**config.mk**
```make
export PLATFORM = sky130hd
export DESIGN_NAME = port_c_handshake
export DESIGN_NICKNAME = d
export VERILOG_FILES = /design/src/rtl/port_c_handshake.sv
export SDC_FILE = /design/constraint.sdc
export NUM_CORES = 1
export LEC_CHECK = 0
export CORE_UTILIZATION = 46
export CTS_BUF_LIST = sky130_fd_sc_hd__clkbuf_8
export DETAILED_ROUTE_END_ITERATION = 10
export MAX_ROUTING_LAYER = met4
export PLACE_DENSITY = 0.83
export SETUP_SLACK_MARGIN = 0.15
export SLEW_MARGIN = 25
export SYNTH_ARGS = -nofsm -noshare
export SYNTH_HDL_FRONTEND = slang
export SYNTH_SLANG_ARGS = --single-unit
```
**constraint.sdc**
```tcl
create_clock -name clk -period 1.8 [get_ports clk]
set_input_delay 0.27 -clock clk [delete_from_list [all_inputs] [get_ports clk]]
set_output_delay 0.27 -clock clk [all_outputs]
set_load 0.005 [all_outputs]
```
**src/rtl/port_c_handshake.sv**
```systemverilog
// ---------------------------------------------------------------------------
// port_c_handshake
//   Peripheral-side Mode 1 strobed handshake for one 8255-style port.
//   Input direction:  STB# strobes pin data into cpu_rdata, raising IBF/INTR.
//   Output direction: CPU writes drive pout, OBF# falls, ACK# completes it.
//
// Optional feature macro: PORT_C_HS_OVERRUN_EN
//   defined   : a strobe while ibf=1 is dropped and sets sticky overrun
//   undefined : a strobe while ibf=1 overwrites cpu_rdata; overrun is 0
//
// Ports
//   clk, reset          clock, synchronous active-high reset
//   mode_en, dir, inte  from control-word decoder (dir: 1=input, 0=output)
//   stb_n, ack_n        asynchronous active-low peripheral handshake pins
//   pin                 peripheral data in
//   cpu_rd, cpu_wr      one-cycle CPU access pulses; cpu_wdata write data
//   cpu_rdata           input latch
//   pout, pout_oe       output latch and its drive enable
//   ibf, obf_n, intr    handshake status lines
//   status              {intr, inte, buf_full, overrun}
// ---------------------------------------------------------------------------
module port_c_handshake #(
  parameter int DATA_W      = 8,
  parameter int SYNC_STAGES = 2
) (
  input  logic              clk,
  input  logic              reset,
  input  logic              mode_en,
  input  logic              dir,
  input  logic              inte,
  input  logic              stb_n,
  input  logic              ack_n,
  input  logic [DATA_W-1:0] pin,
  input  logic              cpu_rd,
  input  logic              cpu_wr,
  input  logic [DATA_W-1:0] cpu_wdata,
  output logic [DATA_W-1:0] cpu_rdata,
  output logic [DATA_W-1:0] pout,
  output logic              pout_oe,
  output logic              ibf,
  output logic              obf_n,
  output logic              intr,
  output logic [3:0]        status
);

`ifdef PORT_C_HS_OVERRUN_EN
  localparam bit OVR_EN = 1'b1;
`else
  localparam bit OVR_EN = 1'b0;
`endif

  typedef enum logic [2:0] {
    IN_EMPTY, IN_STROBED, IN_FULL, OUT_IDLE, OUT_FULL, OUT_ACK
  } state_t;

  state_t                 state;
  logic [SYNC_STAGES-1:0] stb_sync_p0, ack_sync_p0;
  logic                   stb_prev_p1, ack_prev_p1;
  logic                   stb_s, ack_s;
  logic                   stb_fall, stb_rise, ack_fall, ack_rise;
  logic                   mode_q, dir_q;
  logic                   mode_chg, in_act, out_act;
  logic                   overrun;

  // Stage p0: synchronizer chain, preset high (pins idle high)
  // Stage p1: edge-detect flop on the synchronized level
  always_ff @(posedge clk) begin
    if (reset) begin
      stb_sync_p0 <= '1;
      ack_sync_p0 <= '1;
      stb_prev_p1 <= 1'b1;
      ack_prev_p1 <= 1'b1;
    end else begin
      stb_sync_p0 <= {stb_sync_p0[SYNC_STAGES-2:0], stb_n};
      ack_sync_p0 <= {ack_sync_p0[SYNC_STAGES-2:0], ack_n};
      stb_prev_p1 <= stb_s;
      ack_prev_p1 <= ack_s;
    end
  end

  assign stb_s    = stb_sync_p0[SYNC_STAGES-1];
  assign ack_s    = ack_sync_p0[SYNC_STAGES-1];
  assign stb_fall = stb_prev_p1 & ~stb_s;
  assign stb_rise = ~stb_prev_p1 & stb_s;
  assign ack_fall = ack_prev_p1 & ~ack_s;
  assign ack_rise = ~ack_prev_p1 & ack_s;

  // A mode/dir change pre-empts everything for one clock and re-arms the FSM.
  assign mode_chg = (mode_en != mode_q) || (dir != dir_q);
  assign in_act   = mode_en & dir & ~mode_chg;
  assign out_act  = mode_en & ~dir & ~mode_chg;

  // Stage p2: handshake FSM and registered outputs
  always_ff @(posedge clk) begin
    if (reset) begin
      state     <= IN_EMPTY;
      ibf       <= 1'b0;
      obf_n     <= 1'b1;
      intr      <= 1'b0;
      overrun   <= 1'b0;
      cpu_rdata <= '0;
      pout      <= '0;
      pout_oe   <= 1'b0;
      mode_q    <= 1'b0;
      dir_q     <= 1'b0;
    end else begin
      mode_q  <= mode_en;
      dir_q   <= dir;
      pout_oe <= mode_en & ~dir;
      if (mode_chg) begin
        state   <= dir ? IN_EMPTY : OUT_IDLE;
        ibf     <= 1'b0;
        obf_n   <= 1'b1;
        intr    <= 1'b0;
        overrun <= 1'b0;
      end else if (in_act) begin
        // A read frees the buffer; a same-cycle strobe below re-sets ibf.
        if (cpu_rd) begin
          ibf     <= 1'b0;
          intr    <= 1'b0;
          overrun <= 1'b0;
        end
        case (state)
          IN_EMPTY: begin
            if (stb_fall) begin
              cpu_rdata <= pin;
              ibf       <= 1'b1;
              state     <= IN_STROBED;
            end
          end
          IN_STROBED: begin
            // ibf already cleared means the CPU read early: no interrupt.
            if (stb_rise) begin
              if (ibf && !cpu_rd) begin
                state <= IN_FULL;
                intr  <= inte;
              end else begin
                state <= IN_EMPTY;
              end
            end
          end
          IN_FULL: begin
            if (stb_fall) begin
              if (OVR_EN && !cpu_rd) begin
                overrun <= 1'b1;
              end else begin
                cpu_rdata <= pin;
                ibf       <= 1'b1;
                state     <= IN_STROBED;
              end
            end else if (cpu_rd) begin
              state <= IN_EMPTY;
            end
          end
          default: state <= IN_EMPTY;
        endcase
      end else if (out_act) begin
        if (cpu_wr) begin
          pout  <= cpu_wdata;
          obf_n <= 1'b0;
          intr  <= 1'b0;
          state <= OUT_FULL;
        end else begin
          case (state)
            OUT_IDLE: ;
            OUT_FULL: begin
              if (ack_fall) begin
                obf_n <= 1'b1;
                state <= OUT_ACK;
              end
            end
            OUT_ACK: begin
              if (ack_rise) begin
                intr  <= inte;
                state <= OUT_IDLE;
              end
            end
            default: state <= OUT_IDLE;
          endcase
        end
      end
      // Interrupts are masked immediately by a cleared enable.
      if (!inte) intr <= 1'b0;
    end
  end

  assign status = {intr, inte, (dir ? ibf : ~obf_n), overrun};

endmodule
```
==> qor.txt, run 1 <==
Remaining Overflow, GRT = 0
simple-gate area share of the yosys netlist = 0.254
Yosys top cell by area = dfxtp_1
largest net degree at the start of global routing = 16
layout cells sized above 1 = 0.175
Max Slew Vio Count = 0
failing checks = design-rule violations
Data arrival, critical path = 1290 ps
Clock Pin Slew Worst Setup and Hold Paths = 60 ps
io pins = 49
Synth top area share = 0.437
Layout area overhead = 45.8%
largest family of logic cells by synthesized area = simple AND/OR/NAND/NOR gates
Post-Synth XOR/XNOR Area = 0.0123
Area contributors post-synth = dfxtp_1, mux2i_1, nand3_1
Peak VDD IR = 534 uV
DRT Pass-1 Iters = 8
GRT Util Overall = 0.244
Multi-input gate area = 729 um2
power per cell area = 749 nW/um2
CTS root buf = clkbuf_8
Worst setup EP type = output pin
Seq. cell area = 623 um2
Port Buffers = 47
worst skew pair latency = 280 ps
drt drc = 4
Wirelength per Cell = 15.5 um
Antenna Cells = 0
final net count = 236
initial drt markers = 68
Post-synth ARST share = 0
first-pass GRT wire length = 5.85 mm
Seq cells post-synth = 31
initial antenna violation count = 0
Worst EP required = 1530 ps
crit path max fanout = 7
Synth Area in Compound Gates = 0.181
unrepaired setup endpoints after global routing = no
leak pwr = 0.839 nW
Synth top cells by count = dfxtp_1, nand2_1, nor2_1, nand3_1, a21oi_1
count leader, synth = dfxtp_1
Vias = 1372
drt total wl = 3.75 mm
number of global-route vias before repair = 1301
CTS tree = built
Main synth FF type = dfxtp_1
f_max = 639 MHz
Die Wd = 57.6 um
row cnt = 19
Vias/cell = 5.67
CTS buffer count = 5
setup TNS = 0 ps
Final Skew = 2.28 ps
fillers = 219
Routed Antenna Nets = 0
number of H-tree levels = 2
number of synthesized flops with an enable pin = 0
final hold vios = 0
Syn Std Cell Area = 1420 um2
Syn Inst Count = 157
mux cell area share after synthesis = 0.0563
fin crit share = 0.869
outcome = finished with violations
Die H = 57.6 um
YS warnings = 0
worst hold slack = 407 ps
Die ar. = 3320 um2
Seq/Total Area, Yosys = 0.437
Sinks on Clock Net = 31
Max clock buf depth = 2
classification of the worst setup path = in -> out
Mapped Nets = 182
hold crit path type = reg -> reg
gp weighted congestion = 0.923
initial core utilization = 0.498
min cycle time layout = 1560 ps
Netlist cell types = 45
Core ar. = 2850 um2
Max-Cap Viols = 0
syn avg cell area = 9.05 um2
Worst Setup Start Kind = input pin
Post-Synth Adder-Cell Area = 0
Final Core Density = 0.726
DP Wirelength = 2.74 mm
final setup violation count = 0
Power, Total = 1.55 mW
==> power breakdown <==
part           internal [mW]  total, mW  switching (mW)
sequential             0.702      0.719          0.0171
combinational          0.106      0.190          0.0837
clock                  0.399      0.643           0.244
==> timing repair <==
item | CTS | global route
setup endpoints to repair | 1 | 11
gates resized for setup | 1 | 4
buffers inserted | 0 | 0
hold buffers | 0 | 0
==> cells by family after synthesis <==
| logic type | after synthesis |
|---|---|
| simple gates | 64 |
| compound gates | 34 |
| flops | 31 |
| buf+inv | 17 |
| mux | 8 |
| xor+xnor | 2 |
| other cells | 1 |
==> worst max-delay path, cell delays in order <==
cell,delay (ps)
dlygate4sd2_1,360
nand2_1,80
o21ai_0,70
clkdlybuf4s50_1,520
==> final cells by class <==
cell class                 instances  share of cell area
tap                               31              0.0187
clock inverter                     2              0.0163
inverter                           5             0.00906
clock buffer                       5              0.0332
sequential                        31               0.301
multi-input combinational        109               0.352
timing repair buffer              59               0.270
==> registers in the layout, summed over array words and instances (netlist names), 2 cells and up <==
| register | cells |
|---|---|
| cpu_rdata | 8 |
| pout | 8 |
| state | 3 |
| ack_sync_p0 | 2 |
| stb_sync_p0 | 2 |
==> per-layer routing <==
layer,wire (um),track usage,up-vias
met5,0,-,-
met4,75,0.0976,0
met3,217,0.0703,10
met2,1880,0.392,56
met1,1580,0.286,643
li1,-,-,663
==> through the flow <==
stage	instance area, um2	setup slack [ps]	cells
2_1_floorplan	1420	374	157
3_3_place_gp	1960	-65.7	235
3_5_place_dp	1960	-108	235
4_1_cts	2060	192	242
5_1_grt	2070	151	242
6_report	2070	235	242
==> worst paths after layout <==
path                                      from             end  slack, ps  depth (start not counted)
worst max-delay path                       dir       status[1]        240                          4
worst min-delay path            ack_sync_p0[0]  ack_sync_p0[1]        410                          1
worst max register to register        state[1]        state[1]        250                          4
worst min register to register  ack_sync_p0[0]  ack_sync_p0[1]        410                          1
==> cells in the final DEF, fill, tap and decap left out, types with 2 or more instances in the layout <==
cell type        netlist  final
nor3_1                 2      2
nor2_1                13     13
clkbuf_8               0      5
nand3_1               12     12
dfxtp_1               31     29
o21ai_1                2      2
or2_2                  6      6
buf_4                  3     12
a211o_1                2      2
mux2i_1                8      8
nand2_1               13     12
xor2_1                 2      2
a21oi_1               11     11
dfxtp_2                0      2
o311ai_2               2      2
inv_1                  5      6
o21ai_0                4      4
o211ai_1               4      4
clkdlybuf4s50_1        0     46
nor3b_1                2      2
No activity file was read; power rests on OpenSTA's default activity.
==> run 2, diff against run 1 <==
--- a/config.mk
+++ b/config.mk
@@ -7,6 +7,7 @@
 export LEC_CHECK = 0
 export CORE_UTILIZATION = 46
 export CTS_BUF_LIST = sky130_fd_sc_hd__clkbuf_8
+export CTS_CLUSTER_DIAMETER = 100
 export DETAILED_ROUTE_END_ITERATION = 10
 export MAX_ROUTING_LAYER = met4
 export PLACE_DENSITY = 0.83
==> results of run 2 <==
Final layout, timing and power as in run 1 (identical DEF).
